**config.mk**
```make
export PLATFORM = sky130hd
export DESIGN_NAME = ws2801_driver
export DESIGN_NICKNAME = d
export VERILOG_FILES = /design/src/rtl/ws2801_driver.sv
export SDC_FILE = /design/constraint.sdc
export NUM_CORES = 1
export LEC_CHECK = 0
export ABC_AREA = 0
export CAP_MARGIN = 20
export CORE_MARGIN = 3
export CORE_UTILIZATION = 44
export DETAILED_ROUTE_END_ITERATION = 16
export GPL_TIMING_DRIVEN = 0
export PLACE_DENSITY = 0.75
export SLEW_MARGIN = 20
export SYNTH_ARGS = -nofsm -noshare
export SYNTH_HDL_FRONTEND = slang
export SYNTH_SLANG_ARGS = --single-unit
```
**constraint.sdc**
```tcl
create_clock -name clk -period 2 [get_ports clk]
set_input_delay 0.5 -clock clk [delete_from_list [all_inputs] [get_ports clk]]
set_output_delay 0.5 -clock clk [all_outputs]
set_load 0.005 [all_outputs]
```
**src/rtl/ws2801_driver.sv**
```systemverilog
// WS2801 LED-chain transmitter: pixels in over valid/ready, MSB-first serial out on SDO/CKO, then latch gap.
// Optional: define WS2801_UNDERRUN_EN to replace a missing pixel with black and pulse `underrun`.
module ws2801_driver #(
    parameter int unsigned LEDS         = 5,
    parameter int unsigned CLK_DIV      = 2,
    parameter int unsigned LATCH_CYCLES = 26000
) (
    input  logic        clk,
    input  logic        rst_n,
    input  logic        start,
    input  logic [23:0] pixel_data,
    input  logic        pixel_valid,
    output logic        pixel_ready,
    output logic        SDO,
    output logic        CKO,
    output logic        busy,
    output logic        frame_done
`ifdef WS2801_UNDERRUN_EN
    ,
    output logic        underrun
`endif
);
    localparam int unsigned PIX_W = (LEDS > 1) ? $clog2(LEDS) : 1;
    localparam int unsigned DIV_W = (CLK_DIV > 1) ? $clog2(CLK_DIV) : 1;
    localparam int unsigned LAT_W = $clog2(LATCH_CYCLES + 1);

    localparam logic [PIX_W-1:0] PIX_LAST = PIX_W'(LEDS - 1);
    localparam logic [DIV_W-1:0] DIV_LAST = DIV_W'(CLK_DIV - 1);
    localparam logic [LAT_W-1:0] LAT_LAST = LAT_W'(LATCH_CYCLES - 1);

    typedef enum logic [2:0] {IDLE, LOAD, SHIFT_LO, SHIFT_HI, LATCH} state_t;

    state_t            state_q;
    // Holds only the bits not yet presented on SDO; bit 22 is the next one out.
    logic [22:0]       shift_q;
    logic [4:0]        bit_q;
    logic [PIX_W-1:0]  pix_q;
    logic [DIV_W-1:0]  div_q;
    logic [LAT_W-1:0]  lat_q;
    logic              sdo_q;
    logic              cko_q;
    logic              busy_q;
    logic              done_q;
`ifdef WS2801_UNDERRUN_EN
    logic              underrun_q;
`endif

    always_ff @(posedge clk) begin
        if (!rst_n) begin
            state_q    <= IDLE;
            shift_q    <= '0;
            bit_q      <= '0;
            pix_q      <= '0;
            div_q      <= '0;
            lat_q      <= '0;
            sdo_q      <= 1'b0;
            cko_q      <= 1'b0;
            busy_q     <= 1'b0;
            done_q     <= 1'b0;
`ifdef WS2801_UNDERRUN_EN
            underrun_q <= 1'b0;
`endif
        end else begin
            done_q <= 1'b0;
`ifdef WS2801_UNDERRUN_EN
            underrun_q <= 1'b0;
`endif
            case (state_q)
                IDLE: begin
                    bit_q <= '0;
                    pix_q <= '0;
                    div_q <= '0;
                    lat_q <= '0;
                    if (start) begin
                        state_q <= LOAD;
                        busy_q  <= 1'b1;
                    end
                end
                LOAD: begin
                    cko_q <= 1'b0;
                    div_q <= '0;
                    if (pixel_valid) begin
                        shift_q <= pixel_data[22:0];
                        sdo_q   <= pixel_data[23];
                        state_q <= SHIFT_LO;
                    end
`ifdef WS2801_UNDERRUN_EN
                    else begin
                        shift_q    <= '0;
                        sdo_q      <= 1'b0;
                        underrun_q <= 1'b1;
                        state_q    <= SHIFT_LO;
                    end
`endif
                end
                SHIFT_LO: begin
                    if (div_q == DIV_LAST) begin
                        div_q   <= '0;
                        cko_q   <= 1'b1;
                        state_q <= SHIFT_HI;
                    end else begin
                        div_q <= div_q + 1'b1;
                    end
                end
                SHIFT_HI: begin
                    if (div_q == DIV_LAST) begin
                        div_q   <= '0;
                        cko_q   <= 1'b0;
                        shift_q <= {shift_q[21:0], 1'b0};
                        if (bit_q == 5'd23) begin
                            bit_q <= '0;
                            if (pix_q < PIX_LAST) begin
                                pix_q   <= pix_q + 1'b1;
                                state_q <= LOAD;
                            end else begin
                                sdo_q   <= 1'b0;
                                lat_q   <= '0;
                                state_q <= LATCH;
                            end
                        end else begin
                            bit_q   <= bit_q + 1'b1;
                            sdo_q   <= shift_q[22];
                            state_q <= SHIFT_LO;
                        end
                    end else begin
                        div_q <= div_q + 1'b1;
                    end
                end
                LATCH: begin
                    if (lat_q == LAT_LAST) begin
                        done_q  <= 1'b1;
                        busy_q  <= 1'b0;
                        state_q <= IDLE;
                    end else begin
                        lat_q <= lat_q + 1'b1;
                    end
                end
                default: state_q <= IDLE;
            endcase
        end
    end

    assign pixel_ready = (state_q == LOAD);
    assign SDO         = sdo_q;
    assign CKO         = cko_q;
    assign busy        = busy_q;
    assign frame_done  = done_q;
`ifdef WS2801_UNDERRUN_EN
    assign underrun    = underrun_q;
`endif

endmodule

```
### Word level (Yosys, flattened, before mapping)

Cells that the tools add are included.
W data, S select, Z words.

* logic and storage cells: 86
* register bits after elaboration: 54
* bits of input ports: 28

* eq/ne operators: 16
* $lt $le $gt $ge: 1
* muxes and demuxes: 37
* reductions and logical operators: 18
* $add $sub $neg: 4

Operators with widths (count)
* $mux W15: 4
* $mux W23: 2
* $pmux W23 S2: 1
* $pmux W15 S3: 1
* $mux W3: 10
* $ne A2 B2 Y1 const B: 9
* $add A15 B1 Y15 const B: 1
* $eq A15 B15 Y1 const B: 1
* $pmux W3 S5: 1
* $mux W1: 10
* $mux W5: 2
* $pmux W5 S2: 1
* $reduce_and A5 Y1: 2
* $reduce_and A3 Y1: 3
* $reduce_and A4 Y1: 2
* $reduce_bool A2 Y1: 4
* $eq A3 B2 Y1 const B: 2
* $pmux W1 S2: 3
* $pmux W3 S2: 1
* $reduce_bool A3 Y1: 2
* $add A5 B1 Y5 const B: 1
* $eq A5 B5 Y1 const B: 1
* $reduce_and A2 Y1: 2
* $reduce_or A2 Y1: 2
* other kinds (8): 8

### Depth between registers and ports, before layout

Gate-level depths: netlist (run 1).

* depth after elaboration: 5
* mapped depth: 7

### Worst setup path before layout (run 1)

OpenSTA, ideal clock, no wires.

* path type: flip-flop to flip-flop
* start: register bit_q[0]
* end: register lat_q[1]
* arrival time: 1473 ps
* stages on the path, launching flop included: 8
* data required time: 1883 ps
* library setup time: 117 ps
* slack: 409 ps
* buffers on the path: 2
* cell sequence: dfxtp_1 > ha_1 > and4b_1 > buf_2 > a41o_1 > buf_4 > o21ai_0 > a32o_1

* longest elaborated chain between the ends: 3

Ends and longest elaborated chain
* start, declared: line 36 `logic [4:0] bit_q;`
* start signal, assigned: line 121 `bit_q <= bit_q + 1'b1;`
* $eq A5 B5 Y1: line 110 `if (bit_q == 5'd23) begin`
* $ne A2 B2 Y1 (no source line)
* $reduce_and A5 Y1 (no source line)
* end signal, assigned: line 135 `lat_q <= lat_q + 1'b1;`
* end, declared: line 39 `logic [LAT_W-1:0] lat_q;`

No other way between the ends.
A chain may end at the register's enable or synchronous reset.

==> results.md, run 1 <==
| Step | Quantity | This run |
|---|---|---|
| status | Run status | complete, no violations |
| power | Switching power | 1.05 mW |
| global routing | Overall fraction of global-route tracks in use | 0.185 |
| floorplanning | Boundary pin count | 33 |
| yosys | Sequential area share after synthesis | 0.401 |
| routing | Number of vias per cell | 5.84 |
| clock tree | CTS Hold Bufs | 0 |
| global routing | Overall overflow remaining after global route | 0 |
| final layout | Area Growth Syn to Fin | 20.5% |
| routing | Total Wirelength | 6510 µm |
| yosys | Dominant cells by area after synthesis | sky130_fd_sc_hd__dfxtp_1 (40%), sky130_fd_sc_hd__a311oi_1 (7.8%), sky130_fd_sc_hd__nand2_1 (7.4%) |
| worst setup path | Reg2reg start | bit_q[0] |
| final layout | Net total in the final layout | 400 |
| clock tree | Number of CTS-inserted buffers | 5 |
| sta | Setup-violating endpoint count in the final report | 0 |
| yosys | Syn nets | 360 |
| power | Leakage power of the design | 1.19 nW |
| routing | Number of remaining DRC errors | 0 |
| final layout | Count of non-filler cells in the finished layout | 442 |
| routing | Detailed router's first-iteration violation count | 162 |
| yosys | Count of unique library cells instantiated by Yosys | 54 |
| power | Comb pwr share | 0.327 |
| run | Max-cap check violation count | 0 |
| power | Part of the total power dissipated in sequential elements | 0.425 |
| yosys | Count of warnings emitted by yosys | 0 |
| worst setup path | Largest driver fanout on the critical path | 10 |
| global routing | Initial antenna violation count | 0 |
| clock tree | Number of clock sinks | 54 |
| floorplanning | Vert. Die Dim | 84.3 µm |
| placement | I/O Buffers | 32 |
| power | Cell internal pwr | 2.00 mW |
| sta | TNS Setup | 0 ps |
| sta | Final cycle utilization of the critical path | 0.939 |
| sta | Final critical-path setup slack | 123 ps |
| routing | Residual antenna-violating net count after detailed routing | 0 |
| hold path | Worst hold path type | register to register |
| clock tree | Clock transition at the register clock pins on the worst setup and hold paths after CTS | 110 ps |
| worst setup path | Data required time of the critical path | 2240 ps |
| worst setup path | Capture point of the worst path | lat_q[14] |
| worst setup path | Destination of the worst register-to-register timing path | lat_q[1] |
| placement | Post-Place Setup Slack | -204 ps |
| clock tree | Clock tree root buffer cell | sky130_fd_sc_hd__clkbuf_8 |
| sta | Unrepaired setup endpoints after global routing | no |
| final layout | Antenna cell count | 0 |
| placement | Detailed Place HPWL | 4610 µm |
| worst setup path | Worst EP arrival | 2120 ps |
| floorplanning | Effective utilization at floorplan | 0.472 |
| sta | Tightest slew margin relative to the limit | 0.667 |
| power | Power per Cell Area | 940 nW/µm² |
| global routing | Maximum number of pins on one net before global-route repair | 18 |
| clock tree | Max H-tree Level | 2 |
| worst setup path | Setup slack of the worst register-to-register path | 140 ps |
| worst setup path | Worst Setup Start Kind | input port |
| global routing | Vias in the first global route | 2407 |
| routing | Via count of the routed design | 2581 |
| sta | Worst-case clock skew | 10.7 ps |
| power | Peak supply drop | 0.771 mV |
| yosys | Count of flip-flops with a built-in enable after synthesis | 0 |
| worst setup path | Startpoint of the worst setup timing path | rst_n |
| worst setup path | Kind of end point of the critical path | register |
| sta | Peak Freq | 0.533 GHz |
| floorplanning | Total core area | 5710 µm² |
| final layout | Fraction of layout instances using a drive strength above 1 | 0.116 |
| yosys | Number of instances in the synthesized netlist | 329 |
| routing | DR WL/cell | 14.7 µm |
| sta | Final max-slew violation count | 0 |
| yosys | Number of storage elements in the synthesis netlist | 54 |
| clock tree | TritonCTS clock tree | built |
| global routing | Wire length of the first global-routing pass | 11200 µm |
| yosys | Library cell occupying the most area in the post-synthesis netlist | sky130_fd_sc_hd__dfxtp_1 |
| yosys | Most frequent cell after synthesis | sky130_fd_sc_hd__dfxtp_1 |
| sta | Shortest clock period the worst path allows after layout | 1880 ps |
| power | Switching share of power | 0.345 |
| worst setup path | Reg2reg path depth | 7 |
| clock tree | Clk_lat worst skew | 310 ps |
| power | Relative contribution of the clock network to total power | 0.248 |
| worst setup path | Critical setup path kind | input port to register |
| floorplanning | DIE AREA | 7100 µm² |
| floorplanning | Placement Rows | 27 |
| clock tree | Number of buffers between clock root and the deepest sink | 2 |
| yosys | Cell types with the highest counts after synthesis | sky130_fd_sc_hd__dfxtp_1 (54), sky130_fd_sc_hd__nand2_1 (53), sky130_fd_sc_hd__nor2_1 (36) |
| routing | First-pass iteration count of the detailed router | 4 |
| yosys | Yosys top cell area share | 0.401 |
| placement | # placed instances | 433 |
| sta | Actual transition at the worst max-transition pin | 499 ps |
| floorplanning | Floorplan die width | 84.3 µm |
| yosys | Main flop type after synthesis | sky130_fd_sc_hd__dfxtp_1 |
| sta | Final Hold Vio Count | 0 |
| yosys | Mean cell area of the mapped netlist | 8.19 µm² |
| placement | Routability congestion estimate from global placement | 0.866 |
| yosys | Synth async-reset ratio | 0 |
| yosys | Cell Area, Synth | 2700 µm² |
[worst min-delay path by stage]
stage | startpoint | end | slack (ps) | depth (start not counted)
after floorplan | lat_q[14] | lat_q[14] | 430 | 1
after CTS | shift_q[1] | shift_q[2] | 470 | 2
after global placement | shift_q[4] | shift_q[5] | 460 | 2
after global routing | lat_q[14] | lat_q[14] | 500 | 1
after detailed placement | lat_q[14] | lat_q[14] | 460 | 1
final | shift_q[1] | shift_q[2] | 480 | 2
[layout make-up]
class	instances	area [µm²]
clock buffer	5	68.8
buffer	25	139
multi-input combinational	245	1470
tap	72	90.1
inverter	5	18.8
fill	534	2460
timing repair buffer	33	330
sequential	54	1080
clock inverter	3	43.8
[stage by stage]
step	total power [mW]	utilization	hold WS (ps)	cell area (µm²)
after global routing	3.25	0.569	500	3250
after CTS	3.06	0.566	474	3230
after floorplan	2.00	-	434	2700
final	3.05	0.569	479	3250
after global placement	2.27	0.544	462	3110
after detailed placement	2.29	0.544	457	3110
[worst max-delay path, stage by stage]
cell,delay [ps]
sky130_fd_sc_hd__clkdlybuf4s50_1,520
sky130_fd_sc_hd__clkbuf_1,360
sky130_fd_sc_hd__nand2_1,280
sky130_fd_sc_hd__a31o_2,290
sky130_fd_sc_hd__a31oi_1,160
[power groups by stage]
stage	Sequential [mW]	Combinational, mW	Clock (mW)
6_report	1.30	0.997	0.758
3_5_place_dp	1.32	0.969	0
4_1_cts	1.30	0.996	0.769
3_3_place_gp	1.31	0.957	0
5_1_grt	1.32	1.12	0.814
2_1_floorplan	1.30	0.702	0
[registers in the layout, indices dropped and copies added (netlist names)]
register / flops
shift_q: 23
lat_q: 15
bit_q: 5
pix_q: 3
state_q: 3
CKO: 1
SDO: 1
busy: 1
div_q: 1
frame_done: 1
[repair_timing]
action	CTS	global route
pin swaps	0	1
resized for setup	5	2
gates cloned	0	0
setup endpoints to repair	1	4
setup buffers	0	1
endpoints found under the hold margin	0	0
[routing by layer]
layer | part of all wire | GRT usage
met5 | 0 | 0
met4 | 0.0074 | 0.0541
met3 | 0.048 | 0.0343
met2 | 0.47 | 0.296
met1 | 0.47 | 0.254
[cells by family after synthesis]
kind of cell / after synthesis / synth area share
compound gates: 103 / 0.267
fa+ha+maj: 3 / 0.0139
buf+inv: 30 / 0.0576
flops: 54 / 0.401
mux: 3 / 0.0116
simple gates: 136 / 0.248
[layout by cell type (no fill, tap or decap), drive strengths merged, types with 2 or more instances in the layout]
cell	Yosys	final
nand2b	2	2
or2	3	3
o31ai	2	2
a41oi	3	3
nor3	3	3
nor2b	2	2
and4b	2	2
clkdlybuf4s50	0	31
and4	3	3
clkinv	1	2
and3	4	4
and2	3	3
o21ai	14	14
buf	16	17
nand4b	3	3
nand2	53	53
nand3	8	8
mux2i	2	2
ha	3	3
o221a	3	3
a21oi	26	26
a32oi	2	2
inv	4	5
a311oi	24	24
nor2	38	38
a31oi	13	13
nor3b	2	2
dfxtp	54	54
a21o	6	6
clkbuf	9	14
nand4	3	3
Power figures use the tool's default switching activity.
==> run 2: changes to the inputs <==
--- a/config.mk
+++ b/config.mk
@@ -8,10 +8,10 @@
 export ABC_AREA = 0
 export CAP_MARGIN = 20
 export CORE_MARGIN = 3
-export CORE_UTILIZATION = 44
+export CORE_UTILIZATION = 55
 export DETAILED_ROUTE_END_ITERATION = 16
 export GPL_TIMING_DRIVEN = 0
-export PLACE_DENSITY = 0.75
+export PLACE_DENSITY = 0.89
 export SLEW_MARGIN = 20
 export SYNTH_ARGS = -nofsm -noshare
 export SYNTH_HDL_FRONTEND = slang
==> run 2 against run 1 <==
Effect of this change: design area shrank 0.85%; sequential share of layout area grew 0.36 points; worst hold slack lost 3.0 ps; clock skew shrank 5.8 ps; core utilization grew 14 points.
==> results.md, run 2 (synthesis results as in run 1) <==
| Step | Quantity | This run | vs previous |
|---|---|---|---|
| status | Run status | complete, no violations | unchanged |
| power | Switching share of power | 0.355 | was 0.345 |
| routing | Detailed router's first-iteration violation count | 328 | was 162 |
| placement | Routability congestion estimate from global placement | 0.900 | was 0.866 |
| sta | Worst-case clock skew | 4.91 ps | was 10.7 ps |
| sta | Final critical-path setup slack | 136 ps | was 123 ps |
| sta | Final Hold Vio Count | 0 | unchanged |
| power | Switching power | 1.06 mW | was 1.05 mW |
| power | Relative contribution of the clock network to total power | 0.213 | was 0.248 |
| power | Peak supply drop | 0.809 mV | was 0.771 mV |
| placement | Post-Place Setup Slack | -237 ps | was -204 ps |
| routing | Residual antenna-violating net count after detailed routing | 0 | unchanged |
| worst setup path | CP delay by family, top | buffers and inverters | unchanged |
| final layout | Commonest cells after routing, fill and taps aside | sky130_fd_sc_hd__nand2_1 (53), sky130_fd_sc_hd__dfxtp_1 (52), sky130_fd_sc_hd__nor2_1 (35) | unchanged |
| power | Part of the total power dissipated in sequential elements | 0.439 | was 0.425 |
| worst setup path | Master of the slowest instance on the critical path | sky130_fd_sc_hd__clkdlybuf4s50_1 | unchanged |
| run | Max-cap check violation count | 0 | unchanged |
| clock tree | Number of buffers between clock root and the deepest sink | 2 | unchanged |
| global routing | Initial antenna violation count | 0 | unchanged |
| sta | Peak Freq | 0.536 GHz | was 0.533 GHz |
| sta | Unrepaired setup endpoints after global routing | no | unchanged |
| clock tree | Clock tree root buffer cell | sky130_fd_sc_hd__clkbuf_8 | unchanged |
| power | Power per Cell Area | 922 nW/µm² | was 940 nW/µm² |
| worst setup path | Worst Setup Start Kind | input port | unchanged |
| final layout | Multi-input logic area | 1470 µm² | about the same |
| global routing | Vias in the first global route | 2531 | was 2407 |
| global routing | Overall fraction of global-route tracks in use | 0.239 | was 0.185 |
| routing | First-pass iteration count of the detailed router | 4 | unchanged |
| placement | Detailed Place HPWL | 4560 µm | was 4610 µm |
| routing | DR WL/cell | 15.7 µm | was 14.7 µm |
| worst setup path | Worst path cell trace | clkdlybuf4s50_1 > mux2i_1 > nor2_4 > buf_2 > nor2_1 > a311oi_1 | was clkdlybuf4s50_1 > clkbuf_1 > nand2_1 > a31o_2 > a31oi_1 |
| sta | Shortest clock period the worst path allows after layout | 1860 ps | was 1880 ps |
| worst setup path | Count of buffer and inverter cells on the critical path | 2 | unchanged |
| placement | I/O Buffers | 32 | unchanged |
| worst setup path | Reg2reg start | bit_q[0] | unchanged |
| final layout | Core Util, Final | 0.710 | was 0.569 |
| power | Cell internal pwr | 1.91 mW | was 2.00 mW |
| final layout | Area Growth Syn to Fin | 19.5% | was 20.5% |
| routing | Number of vias per cell | 6.25 | was 5.84 |
| hold path | Critical hold path startpoint | bit_q[1] | was shift_q[1] |
| global routing | Maximum number of pins on one net before global-route repair | 16 | was 18 |
| power | Comb pwr share | 0.347 | was 0.327 |
| floorplanning | Placement Rows | 24 | was 27 |
| sta | Setup-violating endpoint count in the final report | 0 | unchanged |
| routing | Via count of the routed design | 2720 | was 2581 |
| final layout | Max FFs per register | 23 | unchanged |
| clock tree | Number of CTS-inserted buffers | 5 | unchanged |
| power | Power Total | 2.97 mW | was 3.05 mW |
| final layout | Net total in the final layout | 400 | unchanged |
| worst setup path | Largest driver fanout on the critical path | 10 | unchanged |
| clock tree | TritonCTS clock tree | built | unchanged |
| final layout | Count of filler cells inserted in the layout | 348 | was 534 |
| worst setup path | Startpoint of the worst setup timing path | pixel_valid | was rst_n |
| global routing | Overall overflow remaining after global route | 0 | unchanged |
| floorplanning | Effective utilization at floorplan | 0.594 | was 0.472 |
| clock tree | Clk_lat worst skew | 310 ps | about the same |
| sta | Final cycle utilization of the critical path | 0.932 | was 0.939 |
| worst setup path | Largest stage delay on the critical path | 540 ps | was 520 ps |
| clock tree | Max H-tree Level | 2 | unchanged |
| floorplanning | Vert. Die Dim | 76 µm | was 84.3 µm |
| final layout | Most common library cell in the layout ignoring fill and taps | sky130_fd_sc_hd__nand2_1 | unchanged |
| final layout | Leading registers by flop count | shift_q (23), lat_q (15), bit_q (5) | unchanged |
| final layout | Fraction of layout instances using a drive strength above 1 | 0.114 | was 0.116 |
| power | Leakage power of the design | 1.18 nW | was 1.19 nW |
| sta | TNS Setup | 0 ps | unchanged |
| final layout | Finished Cell Area | 3220 µm² | was 3250 µm² |
| routing | Total Wirelength | 6820 µm | was 6510 µm |
| worst setup path | Critical setup path kind | input port to register | unchanged |
| worst setup path | Data required time of the critical path | 2210 ps | was 2240 ps |
| routing | Number of remaining DRC errors | 0 | unchanged |
| hold path | Worst hold path type | register to register | unchanged |
| floorplanning | DIE AREA | 5780 µm² | was 7100 µm² |
| clock tree | Number of clock sinks | 54 | unchanged |
| sta | Final max-slew violation count | 0 | unchanged |
| global routing | Wire length of the first global-routing pass | 11700 µm | was 11200 µm |
| sta | Actual transition at the worst max-transition pin | 559 ps | was 499 ps |
| floorplanning | Floorplan die width | 76 µm | was 84.3 µm |
| final layout | Antenna cell count | 0 | unchanged |
| worst setup path | Worst EP arrival | 2070 ps | was 2120 ps |
| placement | Post-Place Cell Area | 3100 µm² | was 3110 µm² |
| clock tree | Clock transition at the register clock pins on the worst setup and hold paths after CTS | 90 ps | was 110 ps |
| floorplanning | Total core area | 4530 µm² | was 5710 µm² |
| final layout | Register bank with the most flops | shift_q | unchanged |
| worst setup path | Kind of end point of the critical path | register | unchanged |
| sta | Tightest slew margin relative to the limit | 0.627 | was 0.667 |
| final layout | Flip-flop and latch area | 1090 µm² | was 1080 µm² |
| floorplanning | Boundary pin count | 33 | unchanged |
==> run 2: changes by cell type in the layout (fill, tap and decap cells not counted), sizes merged <==
cell | before | now
bufinv | 1 | 0
inv | 5 | 4
clkbuf | 14 | 16
==> run 2: what timing repair did <==
action,in CTS,in global routing
endpoints found under the setup margin,1,5
hold buffers,0,0
pin swaps,0,1
cloned,0,0
endpoints found under the hold margin,0,0
resized for setup,5,5
buffers inserted,0,1
==> run 2: power groups by stage <==
stage | registers [mW] | logic [mW] | clock network [mW]
3_5_place_dp | 1.32 | 0.975 | 0
5_1_grt | 1.32 | 1.15 | 0.678
3_3_place_gp | 1.31 | 0.949 | 0
2_1_floorplan | 1.30 | 0.702 | 0
4_1_cts | 1.30 | 1.01 | 0.640
6_report | 1.30 | 1.03 | 0.633
==> run 2: metrics by stage <==
stage | instances | hold WS, ps
3_5_place_dp | 426 | 461
3_3_place_gp | 426 | 453
2_1_floorplan | 329 | 434
6_report | 435 | 476
5_1_grt | 435 | 491
4_1_cts | 434 | 477
==> run 2: area by class of cell <==
type	count	area share
Buffer	25	0.0447
Clock buffer	7	0.0268
Clock inverter	1	0.00155
Inverter	5	0.00583
Multi-Input combinational cell	245	0.456
Sequential cell	54	0.337
Tap cell	65	0.0253
Timing Repair Buffer	33	0.103
==> run 2: per-layer routing <==
metal / vias to the layer above / part of all wire / track usage
li1: 1300 / - / -
met1: 1291 / 0.45 / 0.328
met2: 120 / 0.47 / 0.380
met3: 9 / 0.074 / 0.0461
met4: 0 / 0.010 / 0.0779
met5: - / 0 / 0
==> run 2: worst paths after layout <==
check	depth (start not counted)	slack, ps	to
setup / recovery	6	140	shift_q[20]
hold / removal	2	480	bit_q[1]
setup reg to reg	7	140	lat_q[1]
hold reg to reg	2	480	bit_q[1]
==> run 2: worst min-delay path: stages, from the launching register on <==
cell and delay (ps):
sky130_fd_sc_hd__dfxtp_1 330, sky130_fd_sc_hd__nand2_1 60, sky130_fd_sc_hd__a21oi_1 50
==> run 3: changes to the inputs <==
--- a/config.mk
+++ b/config.mk
@@ -5,13 +5,13 @@
 export SDC_FILE = /design/constraint.sdc
 export NUM_CORES = 1
 export LEC_CHECK = 0
-export ABC_AREA = 0
+export ABC_AREA = 1
 export CAP_MARGIN = 20
 export CORE_MARGIN = 3
-export CORE_UTILIZATION = 55
+export CORE_UTILIZATION = 56
 export DETAILED_ROUTE_END_ITERATION = 16
 export GPL_TIMING_DRIVEN = 0
-export PLACE_DENSITY = 0.89
+export PLACE_DENSITY = 0.9
 export SLEW_MARGIN = 20
 export SYNTH_ARGS = -nofsm -noshare
 export SYNTH_HDL_FRONTEND = slang
==> run 3 against run 2 <==
Effect of this change: flip-flop and latch count unchanged; worst hold slack worse by 10 ps; sequential share of layout area shrank 1.9 points; final cell count is 29% higher; count of clock-buffer cells in the layout fell by 1; core utilization fell by 0.47 points; synthesized cell count up 38%; area after synthesis increased by 7.4%; register-to-register slack better by 130 ps; die area is 5.1% higher; largest power group is now combinational cells.
==> results.md, run 3 <==
| Step | Quantity | This run | vs previous |
|---|---|---|---|
| floorplanning | DIE AREA | 6070 µm² | was 5780 µm² |
| floorplanning | Floorplan die width | 77.9 µm | was 76 µm |
| sta | Actual transition at the worst max-transition pin | 687 ps | was 559 ps |
| routing | Total Wirelength | 6540 µm | was 6820 µm |
| clock tree | Number of CTS-inserted buffers | 5 | unchanged |
| routing | Number of vias per cell | 5.21 | was 6.25 |
| worst setup path | Reg2reg path depth | 8 | was 7 |
| power | Peak supply drop | 0.700 mV | was 0.809 mV |
| sta | Peak Freq | 0.513 GHz | was 0.536 GHz |
| clock tree | Max H-tree Level | 2 | unchanged |
| final layout | Leading registers by flop count | shift_q (23), lat_q (15), bit_q (5) | unchanged |
| worst setup path | Master of the slowest instance on the critical path | sky130_fd_sc_hd__clkdlybuf4s50_1 | unchanged |
| global routing | Initial antenna violation count | 0 | unchanged |
| clock tree | Number of buffers between clock root and the deepest sink | 2 | unchanged |
| yosys | Cell Area, Synth | 2900 µm² | was 2700 µm² |
| final layout | Net total in the final layout | 526 | was 400 |
| placement | Routability congestion estimate from global placement | 0.873 | was 0.900 |
| final layout | Most common library cell in the layout ignoring fill and taps | sky130_fd_sc_hd__nand2_1 | unchanged |
| final layout | Antenna cell count | 0 | unchanged |
| yosys | Dominant cells by area after synthesis | sky130_fd_sc_hd__dfxtp_1 (37%), sky130_fd_sc_hd__nand2_1 (20%), sky130_fd_sc_hd__nor2_1 (9.6%) | was sky130_fd_sc_hd__dfxtp_1 (40%), sky130_fd_sc_hd__a311oi_1 (7.8%), sky130_fd_sc_hd__nand2_1 (7.4%) |
| sta | Setup-violating endpoint count in the final report | 0 | unchanged |
| worst setup path | Worst EP arrival | 1450 ps | was 2070 ps |
| clock tree | TritonCTS clock tree | built | unchanged |
| sta | Shortest clock period the worst path allows after layout | 1950 ps | was 1860 ps |
| sta | Tightest slew margin relative to the limit | 0.542 | was 0.627 |
| power | Power per Cell Area | 1110 nW/µm² | was 922 nW/µm² |
| global routing | Maximum number of pins on one net before global-route repair | 17 | was 16 |
| run | Max-cap check violation count | 0 | unchanged |
| worst setup path | Data required time of the critical path | 1500 ps | was 2210 ps |
| floorplanning | Placement Rows | 25 | was 24 |
| worst setup path | Setup slack of the worst register-to-register path | 270 ps | was 140 ps |
| yosys | Mean cell area of the mapped netlist | 6.36 µm² | was 8.19 µm² |
| global routing | Overall overflow remaining after global route | 0 | unchanged |
| routing | Detailed router's first-iteration violation count | 225 | was 328 |
| yosys | Syn nets | 486 | was 360 |
| worst setup path | Startpoint of the worst setup timing path | state_q[0] | was pixel_valid |
| final layout | Core Util, Final | 0.706 | was 0.710 |
| yosys | Count of warnings emitted by yosys | 0 | unchanged |
| final layout | Finished Cell Area | 3420 µm² | was 3220 µm² |
| worst setup path | Largest stage delay on the critical path | 480 ps | was 540 ps |
| sta | Final max-slew violation count | 0 | unchanged |
| sta | Worst-case clock skew | 16.9 ps | was 4.91 ps |
| placement | # placed instances | 554 | was 426 |
| routing | Residual antenna-violating net count after detailed routing | 0 | unchanged |
| clock tree | Clk_lat worst skew | 310 ps | about the same |
| routing | DR WL/cell | 11.6 µm | was 15.7 µm |
| yosys | Synth async-reset ratio | 0 | unchanged |
| floorplanning | Total core area | 4850 µm² | was 4530 µm² |
| routing | Number of remaining DRC errors | 0 | unchanged |
| final layout | Count of non-filler cells in the finished layout | 563 | was 435 |
| yosys | Most frequent cell after synthesis | sky130_fd_sc_hd__nand2_1 | was sky130_fd_sc_hd__dfxtp_1 |
| final layout | Commonest cells after routing, fill and taps aside | sky130_fd_sc_hd__nand2_1 (153), sky130_fd_sc_hd__nor2_1 (73), sky130_fd_sc_hd__dfxtp_1 (51) | was sky130_fd_sc_hd__nand2_1 (53), sky130_fd_sc_hd__dfxtp_1 (52), sky130_fd_sc_hd__nor2_1 (35) |
| worst setup path | Worst Setup Start Kind | register | was input port |
| yosys | Cell types with the highest counts after synthesis | sky130_fd_sc_hd__nand2_1 (154), sky130_fd_sc_hd__nor2_1 (74), sky130_fd_sc_hd__dfxtp_1 (54) | was sky130_fd_sc_hd__dfxtp_1 (54), sky130_fd_sc_hd__nand2_1 (53), sky130_fd_sc_hd__nor2_1 (36) |
| clock tree | Clock transition at the register clock pins on the worst setup and hold paths after CTS | 100 ps | was 90 ps |
| floorplanning | Boundary pin count | 33 | unchanged |
| yosys | Count of flip-flops with a built-in enable after synthesis | 0 | unchanged |
| yosys | Number of instances in the synthesized netlist | 455 | was 329 |
| global routing | Wire length of the first global-routing pass | 11400 µm | was 11700 µm |
| floorplanning | Vert. Die Dim | 77.9 µm | was 76 µm |
| power | Leakage power of the design | 1.50 nW | was 1.18 nW |
| sta | Final Hold Vio Count | 0 | unchanged |
| placement | Detailed Place HPWL | 4630 µm | was 4560 µm |
| yosys | Number of storage elements in the synthesis netlist | 54 | unchanged |
| placement | I/O Buffers | 32 | unchanged |
| status | Run status | complete, no violations | unchanged |
| worst setup path | Kind of end point of the critical path | primary output | was register |
| worst setup path | Largest driver fanout on the critical path | 4 | was 10 |
| worst setup path | Capture point of the worst path | pixel_ready | was shift_q[20] |
| worst setup path | Destination of the worst register-to-register timing path | lat_q[12] | was lat_q[1] |
| worst setup path | Reg2reg start | lat_q[0] | was bit_q[0] |
| final layout | Fraction of layout instances using a drive strength above 1 | 0.109 | was 0.114 |
| global routing | Vias in the first global route | 2788 | was 2531 |
| worst setup path | Total stage count of the critical path | 5 | was 6 |
| final layout | Register bank with the most flops | shift_q | unchanged |
| final layout | Area Growth Syn to Fin | 18.2% | was 19.5% |
| placement | Post-Place Cell Area | 3300 µm² | was 3100 µm² |
| worst setup path | CP delay by family, top | buffers and inverters | unchanged |
| worst setup path | Count of buffer and inverter cells on the critical path | 3 | was 2 |
| worst setup path | Worst path cell trace | inv_2 > nor2_4 > nand2_2 > inv_1 > clkdlybuf4s50_1 | was clkdlybuf4s50_1 > mux2i_1 > nor2_4 > buf_2 > nor2_1 > a311oi_1 |
| clock tree | Clock tree root buffer cell | sky130_fd_sc_hd__clkbuf_8 | unchanged |
| floorplanning | Effective utilization at floorplan | 0.597 | was 0.594 |
| final layout | Max FFs per register | 23 | unchanged |
| yosys | Sequential area share after synthesis | 0.373 | was 0.401 |
| yosys | Main flop type after synthesis | sky130_fd_sc_hd__dfxtp_1 | unchanged |
| yosys | Count of unique library cells instantiated by Yosys | 28 | was 54 |
| routing | Via count of the routed design | 2936 | was 2720 |
| yosys | Yosys top cell area share | 0.373 | was 0.401 |
| routing | First-pass iteration count of the detailed router | 5 | was 4 |
| hold path | Worst hold path type | register to register | unchanged |
| sta | Final cycle utilization of the critical path | 0.974 | was 0.932 |
| global routing | Overall fraction of global-route tracks in use | 0.228 | was 0.239 |
| clock tree | Number of clock sinks | 54 | unchanged |
| worst setup path | Critical setup path kind | register to primary output | was input port to register |
| clock tree | CTS Hold Bufs | 0 | unchanged |
| yosys | Library cell occupying the most area in the post-synthesis netlist | sky130_fd_sc_hd__dfxtp_1 | unchanged |
-- run 3: kinds of logic after synthesis --
kind of cell    share of synthesized area
compound gates                      0.118
fa+ha+maj                          0.0130
buf+inv                            0.0847
flops                               0.373
simple gates                        0.411
-- run 3: area by class of cell --
type	instances	area, µm²
Sequential cell	54	1090
Buffer	16	97.6
Inverter	38	143
Tap cell	67	83.8
Clock buffer	6	82.6
Multi-Input combinational cell	346	1580
Timing Repair Buffer	34	335
Clock inverter	2	12.5
Fill cell	396	1430
-- run 3: layer usage --
layer | track usage | up-vias | part of all wire
li1 | - | 1506 | -
met1 | 0.266 | 1315 | 0.45
met2 | 0.392 | 99 | 0.47
met3 | 0.0522 | 16 | 0.057
met4 | 0.108 | 0 | 0.024
met5 | 0 | - | 0
-- run 3: how the worst min path moves through the flow --
stage                   from        to  depth (start not counted)
floorplan           pix_q[0]  pix_q[0]                          1
global placement    pix_q[0]  pix_q[0]                          1
detailed placement       CKO       CKO                          2
CTS                      CKO       CKO                          2
global route        bit_q[4]  bit_q[4]                          2
finish                   CKO       CKO                          2
-- run 3: per-stage QoR --
stage | TNS, ps | setup slack (ps) | hold slack, ps | power (mW)
2_1_floorplan | 0 | 565 | 429 | 2.68
3_3_place_gp | 0 | 84.7 | 445 | 3.03
3_5_place_dp | 0 | 43.7 | 455 | 3.10
4_1_cts | 0 | 14.6 | 469 | 3.76
5_1_grt | -3.94 | -3.94 | 487 | 4.06
6_report | 0 | 52.6 | 466 | 3.79
-- run 3: where the power goes --
part	leakage (nW)	total [mW]	switching, mW	internal (mW)
Combinational	1.01	1.63	1.02	0.608
Clock	0.0472	0.645	0.365	0.279
Sequential	0.442	1.52	0.175	1.34
Total	1.50	3.79	1.56	2.23
-- run 3: worst reg2reg max path, delay by kind of cell (launching register included) --
family | cells | cell delay [ps]
flip-flops | 1 | 410
buffers and inverters | 1 | 150
adder cells (fa/ha/maj) | 1 | 240
AO/OA/AOI/OAI | 1 | 120
AND/OR/NAND/NOR | 5 | 730
-- run 3: repair_timing --
action / CTS / global route
pin swaps: 0 / 1
setup buffers: 1 / 1
setup endpoints to repair: 1 / 1
resized for setup: 5 / 2
